$ cat src/rtl/rv_pkg.sv
// Shared encodings for the multi-cycle RV32I-subset core: opcodes, FSM states,
// ALU controls and immediate formats.
package rv_pkg;

  localparam logic [6:0] OP_R      = 7'b0110011;
  localparam logic [6:0] OP_IMM    = 7'b0010011;
  localparam logic [6:0] OP_LOAD   = 7'b0000011;
  localparam logic [6:0] OP_STORE  = 7'b0100011;
  localparam logic [6:0] OP_BRANCH = 7'b1100011;

  localparam logic [2:0] F3_ADD_SUB = 3'b000;
  localparam logic [2:0] F3_SLT     = 3'b010;
  localparam logic [2:0] F3_OR      = 3'b110;
  localparam logic [2:0] F3_AND     = 3'b111;
  localparam logic [2:0] F3_WORD    = 3'b010;
  localparam logic [2:0] F3_BEQ     = 3'b000;

  localparam logic [6:0] F7_BASE = 7'b0000000;
  localparam logic [6:0] F7_SUB  = 7'b0100000;

  typedef enum logic [2:0] {
    S_IDLE, S_FETCH, S_DECODE, S_EXEC, S_MEM, S_WB, S_HALT
  } state_e;

  typedef enum logic [2:0] {
    ALU_ADD, ALU_SUB, ALU_AND, ALU_OR, ALU_SLT
  } alu_op_e;

  typedef enum logic [1:0] {
    IMM_I, IMM_S, IMM_B
  } imm_fmt_e;

  function automatic logic [31:0] imm_ext(input logic [31:0] ir, input imm_fmt_e fmt);
    case (fmt)
      IMM_S:   return {{20{ir[31]}}, ir[31:25], ir[11:7]};
      IMM_B:   return {{19{ir[31]}}, ir[31], ir[7], ir[30:25], ir[11:8], 1'b0};
      default: return {{20{ir[31]}}, ir[31:20]};
    endcase
  endfunction

endpackage

$ cat src/rtl/rv_multicycle_core_if.sv
// Instruction-ROM and data-RAM bus between the core (master) and memories (slave).
interface rv_multicycle_core_if #(
  parameter int unsigned XLEN = 8,
  parameter int unsigned AW   = 8
);
  logic [AW-1:0]   imem_addr;
  logic [31:0]     imem_rdata;
  logic            dmem_we;
  logic [AW-1:0]   dmem_addr;
  logic [XLEN-1:0] dmem_wdata;
  logic [XLEN-1:0] dmem_rdata;

  modport master (
    output imem_addr, dmem_we, dmem_addr, dmem_wdata,
    input  imem_rdata, dmem_rdata
  );

  modport slave (
    input  imem_addr, dmem_we, dmem_addr, dmem_wdata,
    output imem_rdata, dmem_rdata
  );
endinterface

$ cat src/rtl/rv_regfile.sv
// Register file: x0 hard-wired to zero, x1..x(NREGS-1) stored, synchronous write,
// two combinational read ports plus a debug read port.
module rv_regfile #(
  parameter int unsigned XLEN  = 8,
  parameter int unsigned NREGS = 8
) (
  input  logic            clk,
  input  logic            rst,
  input  logic            we,
  input  logic [4:0]      waddr,
  input  logic [XLEN-1:0] wdata,
  input  logic [4:0]      raddr1,
  input  logic [4:0]      raddr2,
  input  logic [4:0]      dbg_sel,
  output logic [XLEN-1:0] rdata1,
  output logic [XLEN-1:0] rdata2,
  output logic [XLEN-1:0] dbg_data
);
  logic [XLEN-1:0] regs_q [1:NREGS-1];

  always_ff @(posedge clk) begin
    if (rst) begin
      for (int unsigned i = 1; i < NREGS; i++) regs_q[i] <= '0;
    end else if (we) begin
      for (int unsigned i = 1; i < NREGS; i++)
        if (waddr == 5'(i)) regs_q[i] <= wdata;
    end
  end

  // Indices 0 and >= NREGS never match, so they read as zero.
  always_comb begin
    rdata1   = '0;
    rdata2   = '0;
    dbg_data = '0;
    for (int unsigned i = 1; i < NREGS; i++) begin
      if (raddr1 == 5'(i))  rdata1   = regs_q[i];
      if (raddr2 == 5'(i))  rdata2   = regs_q[i];
      if (dbg_sel == 5'(i)) dbg_data = regs_q[i];
    end
  end
endmodule

$ cat src/rtl/rv_multicycle_core.sv
// Multi-cycle RV32I-subset core: FETCH/DECODE/EXEC/MEM/WB FSM sharing one ALU,
// with run/single-step control, halt on illegal instruction and a debug read port.
module rv_multicycle_core
  import rv_pkg::*;
#(
  parameter int unsigned XLEN  = 8,
  parameter int unsigned AW    = 8,
  parameter int unsigned NREGS = 8
) (
  input  logic                 clk,
  input  logic                 rst,
  input  logic                 run,
  input  logic                 step,
  rv_multicycle_core_if.master mem,
  input  logic [4:0]           dbg_sel,
  output logic [XLEN-1:0]      dbg_data,
  output logic [AW-1:0]        pc,
  output logic [31:0]          instr,
  output logic                 instr_done,
  output logic                 zero,
  output logic                 halted
);
  state_e          state_q, state_d;
  logic [AW-1:0]   pc_q, pc_d;
  logic [31:0]     ir_q, ir_d;
  logic [XLEN-1:0] a_q, a_d, b_q, b_d, imm_q, imm_d, alu_q, alu_d, mdr_q, mdr_d;
  logic            zero_q, zero_d;

  logic            legal, use_imm, is_load, is_store, is_br;
  alu_op_e         alu_op;
  imm_fmt_e        fmt;
  logic [XLEN-1:0] op_b, alu_res, rs1_data, rs2_data;
  logic            rf_we, mem_we, done, last;

  rv_regfile #(.XLEN(XLEN), .NREGS(NREGS)) u_regfile (
    .clk(clk), .rst(rst), .we(rf_we), .waddr(ir_q[11:7]),
    .wdata(is_load ? mdr_q : alu_q),
    .raddr1(ir_q[19:15]), .raddr2(ir_q[24:20]), .dbg_sel(dbg_sel),
    .rdata1(rs1_data), .rdata2(rs2_data), .dbg_data(dbg_data)
  );

  always_comb begin
    legal    = 1'b0;
    use_imm  = 1'b1;
    is_load  = 1'b0;
    is_store = 1'b0;
    is_br    = 1'b0;
    alu_op   = ALU_ADD;
    fmt      = IMM_I;
    case (ir_q[6:0])
      OP_R: begin
        use_imm = 1'b0;
        if (ir_q[31:25] == F7_BASE) begin
          legal = 1'b1;
          case (ir_q[14:12])
            F3_ADD_SUB: alu_op = ALU_ADD;
            F3_SLT:     alu_op = ALU_SLT;
            F3_OR:      alu_op = ALU_OR;
            F3_AND:     alu_op = ALU_AND;
            default:    legal  = 1'b0;
          endcase
        end else if (ir_q[31:25] == F7_SUB && ir_q[14:12] == F3_ADD_SUB) begin
          legal  = 1'b1;
          alu_op = ALU_SUB;
        end
      end
      OP_IMM:  legal = (ir_q[14:12] == F3_ADD_SUB);
      OP_LOAD: begin
        legal   = (ir_q[14:12] == F3_WORD);
        is_load = 1'b1;
      end
      OP_STORE: begin
        legal    = (ir_q[14:12] == F3_WORD);
        is_store = 1'b1;
        fmt      = IMM_S;
      end
      OP_BRANCH: begin
        legal   = (ir_q[14:12] == F3_BEQ);
        is_br   = 1'b1;
        use_imm = 1'b0;
        alu_op  = ALU_SUB;
        fmt     = IMM_B;
      end
      default: legal = 1'b0;
    endcase
  end

  assign op_b = use_imm ? imm_q : b_q;

  always_comb begin
    case (alu_op)
      ALU_SUB: alu_res = a_q - op_b;
      ALU_AND: alu_res = a_q & op_b;
      ALU_OR:  alu_res = a_q | op_b;
      ALU_SLT: alu_res = XLEN'($signed(a_q) < $signed(op_b));
      default: alu_res = a_q + op_b;
    endcase
  end

  always_comb begin
    state_d = state_q;
    pc_d    = pc_q;
    ir_d    = ir_q;
    a_d     = a_q;
    b_d     = b_q;
    imm_d   = imm_q;
    alu_d   = alu_q;
    mdr_d   = mdr_q;
    zero_d  = zero_q;
    rf_we   = 1'b0;
    mem_we  = 1'b0;
    done    = 1'b0;
    last    = 1'b0;
    case (state_q)
      S_IDLE:   if (run || step) state_d = S_FETCH;
      S_FETCH: begin
        ir_d    = mem.imem_rdata;
        state_d = S_DECODE;
      end
      S_DECODE: begin
        a_d     = rs1_data;
        b_d     = rs2_data;
        imm_d   = XLEN'(imm_ext(ir_q, fmt));
        state_d = S_EXEC;
      end
      S_EXEC: begin
        alu_d  = alu_res;
        zero_d = (alu_res == '0);
        if (!legal)                   state_d = S_HALT;
        else if (is_br)               last    = 1'b1;
        else if (is_load || is_store) state_d = S_MEM;
        else                          state_d = S_WB;
      end
      S_MEM: begin
        if (is_load) begin
          mdr_d   = mem.dmem_rdata;
          state_d = S_WB;
        end else begin
          mem_we = 1'b1;
          last   = 1'b1;
        end
      end
      S_WB: begin
        rf_we = 1'b1;
        last  = 1'b1;
      end
      default: state_d = S_HALT;
    endcase
    // Shared retirement path; is_br can only be set here when retiring from EXEC.
    if (last) begin
      done    = 1'b1;
      pc_d    = (is_br && a_q == b_q) ? pc_q + AW'($signed(imm_q)) : pc_q + AW'(4);
      state_d = run ? S_FETCH : S_IDLE;
    end
  end

  always_ff @(posedge clk) begin
    if (rst) begin
      state_q <= run ? S_FETCH : S_IDLE;
      pc_q    <= '0;
      ir_q    <= '0;
      a_q     <= '0;
      b_q     <= '0;
      imm_q   <= '0;
      alu_q   <= '0;
      mdr_q   <= '0;
      zero_q  <= 1'b0;
    end else begin
      state_q <= state_d;
      pc_q    <= pc_d;
      ir_q    <= ir_d;
      a_q     <= a_d;
      b_q     <= b_d;
      imm_q   <= imm_d;
      alu_q   <= alu_d;
      mdr_q   <= mdr_d;
      zero_q  <= zero_d;
    end
  end

  assign mem.imem_addr  = pc_q;
  assign mem.dmem_addr  = AW'(alu_q);
  assign mem.dmem_wdata = b_q;
  assign mem.dmem_we    = mem_we & ~rst;
  assign instr_done     = done & ~rst;
  assign pc             = pc_q;
  assign instr          = ir_q;
  assign zero           = zero_q;
  assign halted         = (state_q == S_HALT);
endmodule

$ cat src/flat_wrapper.sv
// flat-port wrapper written by rule: the top's interface ports become plain ports
module rv_multicycle_core_flat import rv_pkg::*;
#(
  parameter int unsigned XLEN  = 8,
  parameter int unsigned AW    = 8,
  parameter int unsigned NREGS = 8
)
  (clk, rst, run, step, dbg_sel, dbg_data, pc, instr, instr_done, zero, halted, mem_imem_addr, mem_dmem_we, mem_dmem_addr, mem_dmem_wdata, mem_imem_rdata, mem_dmem_rdata);
  rv_multicycle_core_if #(.XLEN(XLEN), .AW(AW)) mem_i ();
  input  logic clk;
  input  logic rst;
  input  logic run;
  input  logic step;
  input  logic [4:0] dbg_sel;
  output logic [XLEN-1:0] dbg_data;
  output logic [AW-1:0] pc;
  output logic [31:0] instr;
  output logic instr_done;
  output logic zero;
  output logic halted;
  output wire logic [$bits(mem_i.imem_addr)-1:0] mem_imem_addr;
  output wire logic [$bits(mem_i.dmem_we)-1:0] mem_dmem_we;
  output wire logic [$bits(mem_i.dmem_addr)-1:0] mem_dmem_addr;
  output wire logic [$bits(mem_i.dmem_wdata)-1:0] mem_dmem_wdata;
  input wire logic [$bits(mem_i.imem_rdata)-1:0] mem_imem_rdata;
  input wire logic [$bits(mem_i.dmem_rdata)-1:0] mem_dmem_rdata;
  assign mem_imem_addr = mem_i.imem_addr;
  assign mem_dmem_we = mem_i.dmem_we;
  assign mem_dmem_addr = mem_i.dmem_addr;
  assign mem_dmem_wdata = mem_i.dmem_wdata;
  assign mem_i.imem_rdata = mem_imem_rdata;
  assign mem_i.dmem_rdata = mem_dmem_rdata;
  rv_multicycle_core #(.XLEN(XLEN), .AW(AW), .NREGS(NREGS)) u_core (.clk(clk), .rst(rst), .run(run), .step(step), .mem(mem_i), .dbg_sel(dbg_sel), .dbg_data(dbg_data), .pc(pc), .instr(instr), .instr_done(instr_done), .zero(zero), .halted(halted));
endmodule
$ cat config.mk
export PLATFORM = sky130hd
export DESIGN_NAME = rv_multicycle_core_flat
export DESIGN_NICKNAME = d
export VERILOG_FILES = /design/src/rtl/rv_pkg.sv /design/src/rtl/rv_multicycle_core_if.sv /design/src/rtl/rv_regfile.sv /design/src/rtl/rv_multicycle_core.sv /design/src/flat_wrapper.sv
export SDC_FILE = /design/constraint.sdc
export NUM_CORES = 1
export LEC_CHECK = 0
export CORE_MARGIN = 4
export CORE_UTILIZATION = 45
export CTS_BUF_LIST = sky130_fd_sc_hd__clkbuf_4 sky130_fd_sc_hd__clkbuf_8
export DETAILED_ROUTE_END_ITERATION = 8
export GPL_TIMING_DRIVEN = 0
export HOLD_SLACK_MARGIN = 0.1
export PLACE_DENSITY = 0.79
export SETUP_SLACK_MARGIN = 0.05
export SLEW_MARGIN = 10
export SYNTH_ARGS = -nofsm -noshare
export SYNTH_HDL_FRONTEND = slang
export SYNTH_SLANG_ARGS = --single-unit
$ cat constraint.sdc
create_clock -name clk -period 2.9 [get_ports clk]
set_input_delay 0.87 -clock clk [delete_from_list [all_inputs] [get_ports clk]]
set_output_delay 0.87 -clock clk [all_outputs]
set_load 0.005 [all_outputs]
==> metrics.md <==
| Metric | Value |
|---|---|
| Status | `finished with violations` |
| Failing checks | `negative setup slack` |
| Worst EP arrival | `between 2 and 2.5 ns` |
| Sequential element share of the synthesized area | `39.8%` |
| CP delay by family, top | `simple AND/OR/NAND/NOR gates` |
| Post-Layout Cell Count | `1421` |
| Clock Latency Late Sink | `approximately 0.46 ns` |
| FP Rows | `50` |
| Initial antenna violation count | `0` |
| Switching Power | `between 3 and 4 mW` |
| Via count | `about 8600` |
| Kind of critical path | `reg -> out` |
| Internal | `~5 mW` |
| # DRC | `0` |
| CP Depth | `9` |
| CTS H-tree depth | `4` |
| Fin Clk Skew | `approximately 0.011 ns` |
| Clock Path Buffers | `2` |
| Max stage delay cell, worst path | `and4bb_4` |
| # clock sinks | `140` |
| WL per Instance | `20.2 microns` |
| Period utilization | `115%` |
| Layout Nets | `around 1300` |
| GPL Wtd Cong | `0.998` |
| Tot GR Track Use | `between 20 and 30%` |
| Die height | `about 150 microns` |
| Post-DP HPWL | `20600 microns` |
| Fmax | `about 0.3 GHz` |
| Min Tclk post-route | `3.33 ns` |
| Mapped Cells | `989` |
| Synth Flop Type | `dfxtp_1` |
| Syn_nets | `roughly 1100` |
| RSZ-0062 raised after global routing | `true` |
| Least-Margin Pin Slew | `between 0.9 and 1 ns` |
| Most used cell, CP | `buf_6` |
| Synth warnings | `0` |
| Die area | `between 0.02 and 0.025 sq mm` |
| Crit Path Max Fanout | `4` |
| Reg2reg path depth | `15` |
| Worst endpoint required time | `slightly above 2 ns` |
| Max_slew headroom | `32.8%` |
| Async set or reset register ratio after synthesis | `0%` |
| Setup TNS | `-3.55 ns` |
| Critical path cell sequence | `and4bb_4 -> buf_4 -> and4_4 -> o221ai_2 -> a21o_1 -> o32ai_4 -> buf_6 -> and2_4 -> buf_6` |
| Vias per cell | `just over 6` |
| Global-route wire length before repair | `between 40000 and 50000 microns` |
| Most frequent cells in the layout | `139 x nand2_1, 129 x nor2_1, 108 x clkdlybuf4s50_1` |
| Crit-path max cell delay | `roughly 0.38 ns` |
| Diodes inserted | `0` |
| Ports | `roughly 130` |
| Most common cell after layout, fill and taps aside | `nand2_1` |
| Initial drt markers | `1195` |
| Placed Cells | `1346` |
| Gate power share | `46.1%` |
| DR pass1 iterations | `6` |
| Max VDD drop | `between 0.0004 and 0.0005 V` |
| Startpoint types | `flip-flop` |
| Area Growth Syn to Fin | `32.6%` |
| Max Cap Viol | `0` |
| Part of the power in registers | `34.5%` |
| Unique masters post-synth | `76` |
| Routed Antenna Nets | `0` |
| TritonCTS buffer count | `17` |
| Tightest Hold Check Type | `reg -> reg` |
| Final Hold Fails | `0` |
| Post-synth EDFFs | `a little under 60` |
| Root Buffer | `clkbuf_8` |
| Fillers | `around 1600` |
| Hold Buf Count CTS | `0` |
| Port bufs | `123` |
| CP bufs+invs | `3` |
| Die width | `146 microns` |
| Crit end category | `primary output` |
| Static Leakage | `about 4 nW` |
| Final count of negative-setup-slack endpoints | `15` |
| Core area | `roughly 0.019 sq mm` |
| Pin count of the biggest net entering global routing | `17` |
| Avg Inst Size Synth | `approximately 8.6 sq um` |
| Yosys reg bits | `140` |
| TritonCTS clock tree | `yes` |
| Pwr dens | `between 700 and 800 mW/mm^2` |
| Fraction of layout instances using a drive strength above 1 | `a little under a fifth` |
| Clk pwr share | `about a fifth` |
| Vias in the first global route | `between 7000 and 8000` |
| Mapped Area | `~0.0085 sq mm` |
| Switching Fraction | `40.0%` |
| Fin. max-slew vios | `0` |
| Worst-path clk slew | `~0.080 ns` |
| Initial Utilization | `a little under half` |
| Drt total wl | `28700 microns` |
| Final WS setup | `-0.433 ns` |
| Hold depth | `2` |
| Global route total overflow | `0` |
## cell type report
class / count / area [sq um] / share of cell area [%]
clock buffer: 19 / 249 / 2.20
multi-input combinational: 759 / 5210 / 46.0
tap: 234 / 293 / 2.59
inverter: 30 / 120 / 1.06
buffer: 54 / 308 / 2.72
timing repair buffer: 172 / 1600 / 14.1
sequential: 140 / 3400 / 30.1
clock inverter: 13 / 139 / 1.23
## power groups by stage
stage,clock (mW),sequential (mW),combinational [mW]
floorplan,0,2.67,2.03
global placement,0,2.78,3.13
detailed placement,0,2.79,3.17
CTS,1.60,2.79,3.47
global route,1.70,2.86,4.04
finish,1.60,2.82,3.77
## kinds of logic (layout without fill, tap and decap cells)
family                     Yosys count  count (layout)  synth area share, %
and+or+nand+nor                    400             400                 21.8
xor gates and xnor gates            21              21                 2.15
DFF                                140             140                 39.8
AOI/OAI and AO/OA                  232             232                 17.6
buffers and inverters               90             288                 4.75
muxes                               68              68                 8.14
adders and majority gates           38              38                 5.83
## repair_timing
action,CTS,global route
setup buffers,34,15
endpoints found under the setup margin,20,65
resized for setup,172,38
pin swaps,41,37
## state kept, by name, summed over array words and instances, names as in the netlist
signal / cells
u_core.a_q: 8
u_core.imm_q: 8
u_core.instr: 32
u_core.mdr_q: 8
u_core.mem.dmem_addr: 8
u_core.mem.dmem_wdata: 8
u_core.mem.imem_addr: 8
u_core.state_q: 3
u_core.u_regfile.regs_q: 56
u_core.zero: 1
## metrics by stage
step | power, mW | setup WS, ns | cell area, sq um | util (%) | hold WS (ns)
global placement | 5.91 | -1.51 | 10100 | 54.1 | 0.460
detailed placement | 5.96 | -1.55 | 10100 | 54.1 | 0.461
global route | 8.59 | -0.495 | 11300 | 60.5 | 0.506
CTS | 7.86 | -0.348 | 11100 | 59.2 | 0.475
floorplan | 4.70 | -0.0768 | 8600 | - | 0.450
finish | 8.19 | -0.433 | 11300 | 60.5 | 0.465
## cells in the mapped netlist (6+ instances only)
| library cell | n | area share, % |
|---|---|---|
| nand2_1 | 152 | 6.7 |
| nor2_1 | 134 | 5.9 |
| a21oi_1 | 86 | 5.0 |
| dfxtp_1 | 81 | 19 |
| edfxtp_1 | 59 | 21 |
| mux2i_1 | 57 | 6.7 |
| o21ai_0 | 44 | 2.6 |
| clkbuf_1 | 43 | 1.9 |
| ha_1 | 35 | 5.1 |
| nor3_1 | 35 | 2.1 |
| inv_1 | 29 | 1.3 |
| a211oi_1 | 21 | 1.8 |
| xnor2_1 | 16 | 1.6 |
| o22ai_1 | 14 | 1.0 |
| mux2_2 | 11 | 1.5 |
| buf_4 | 9 | 0.79 |
| nand2b_1 | 9 | 0.66 |
| nand3_1 | 9 | 0.53 |
| o221ai_1 | 9 | 0.92 |
| a221oi_1 | 8 | 0.82 |
| and3_1 | 8 | 0.59 |
| nor2b_1 | 8 | 0.59 |
| nand3b_1 | 6 | 0.53 |
| nor3b_1 | 6 | 0.53 |
## worst min-delay path, stage by stage, from the launching register on
cell and delay, ns:
dfxtp_2 0.33, nand2_1 0.05, a21oi_1 0.05
## final timing paths
path	from	to	slack [ns]
setup reg to reg	u_core.instr[2]	u_core.zero	-0.43
hold / removal	u_core.instr[2]	u_core.instr[2]	0.47
hold reg to reg	u_core.instr[2]	u_core.instr[2]	0.47
setup / recovery	u_core.instr[2]	instr_done	-0.43
## layer usage
layer,track usage (%),vias to the layer above,part of all wire (%)
li1,-,3909,-
met1,36.5,4053,41
met2,38.5,591,43
met3,4.73,93,12
met4,11.9,0,4.3
met5,0,-,0
Note: power is estimated with default switching activity, not from simulation.
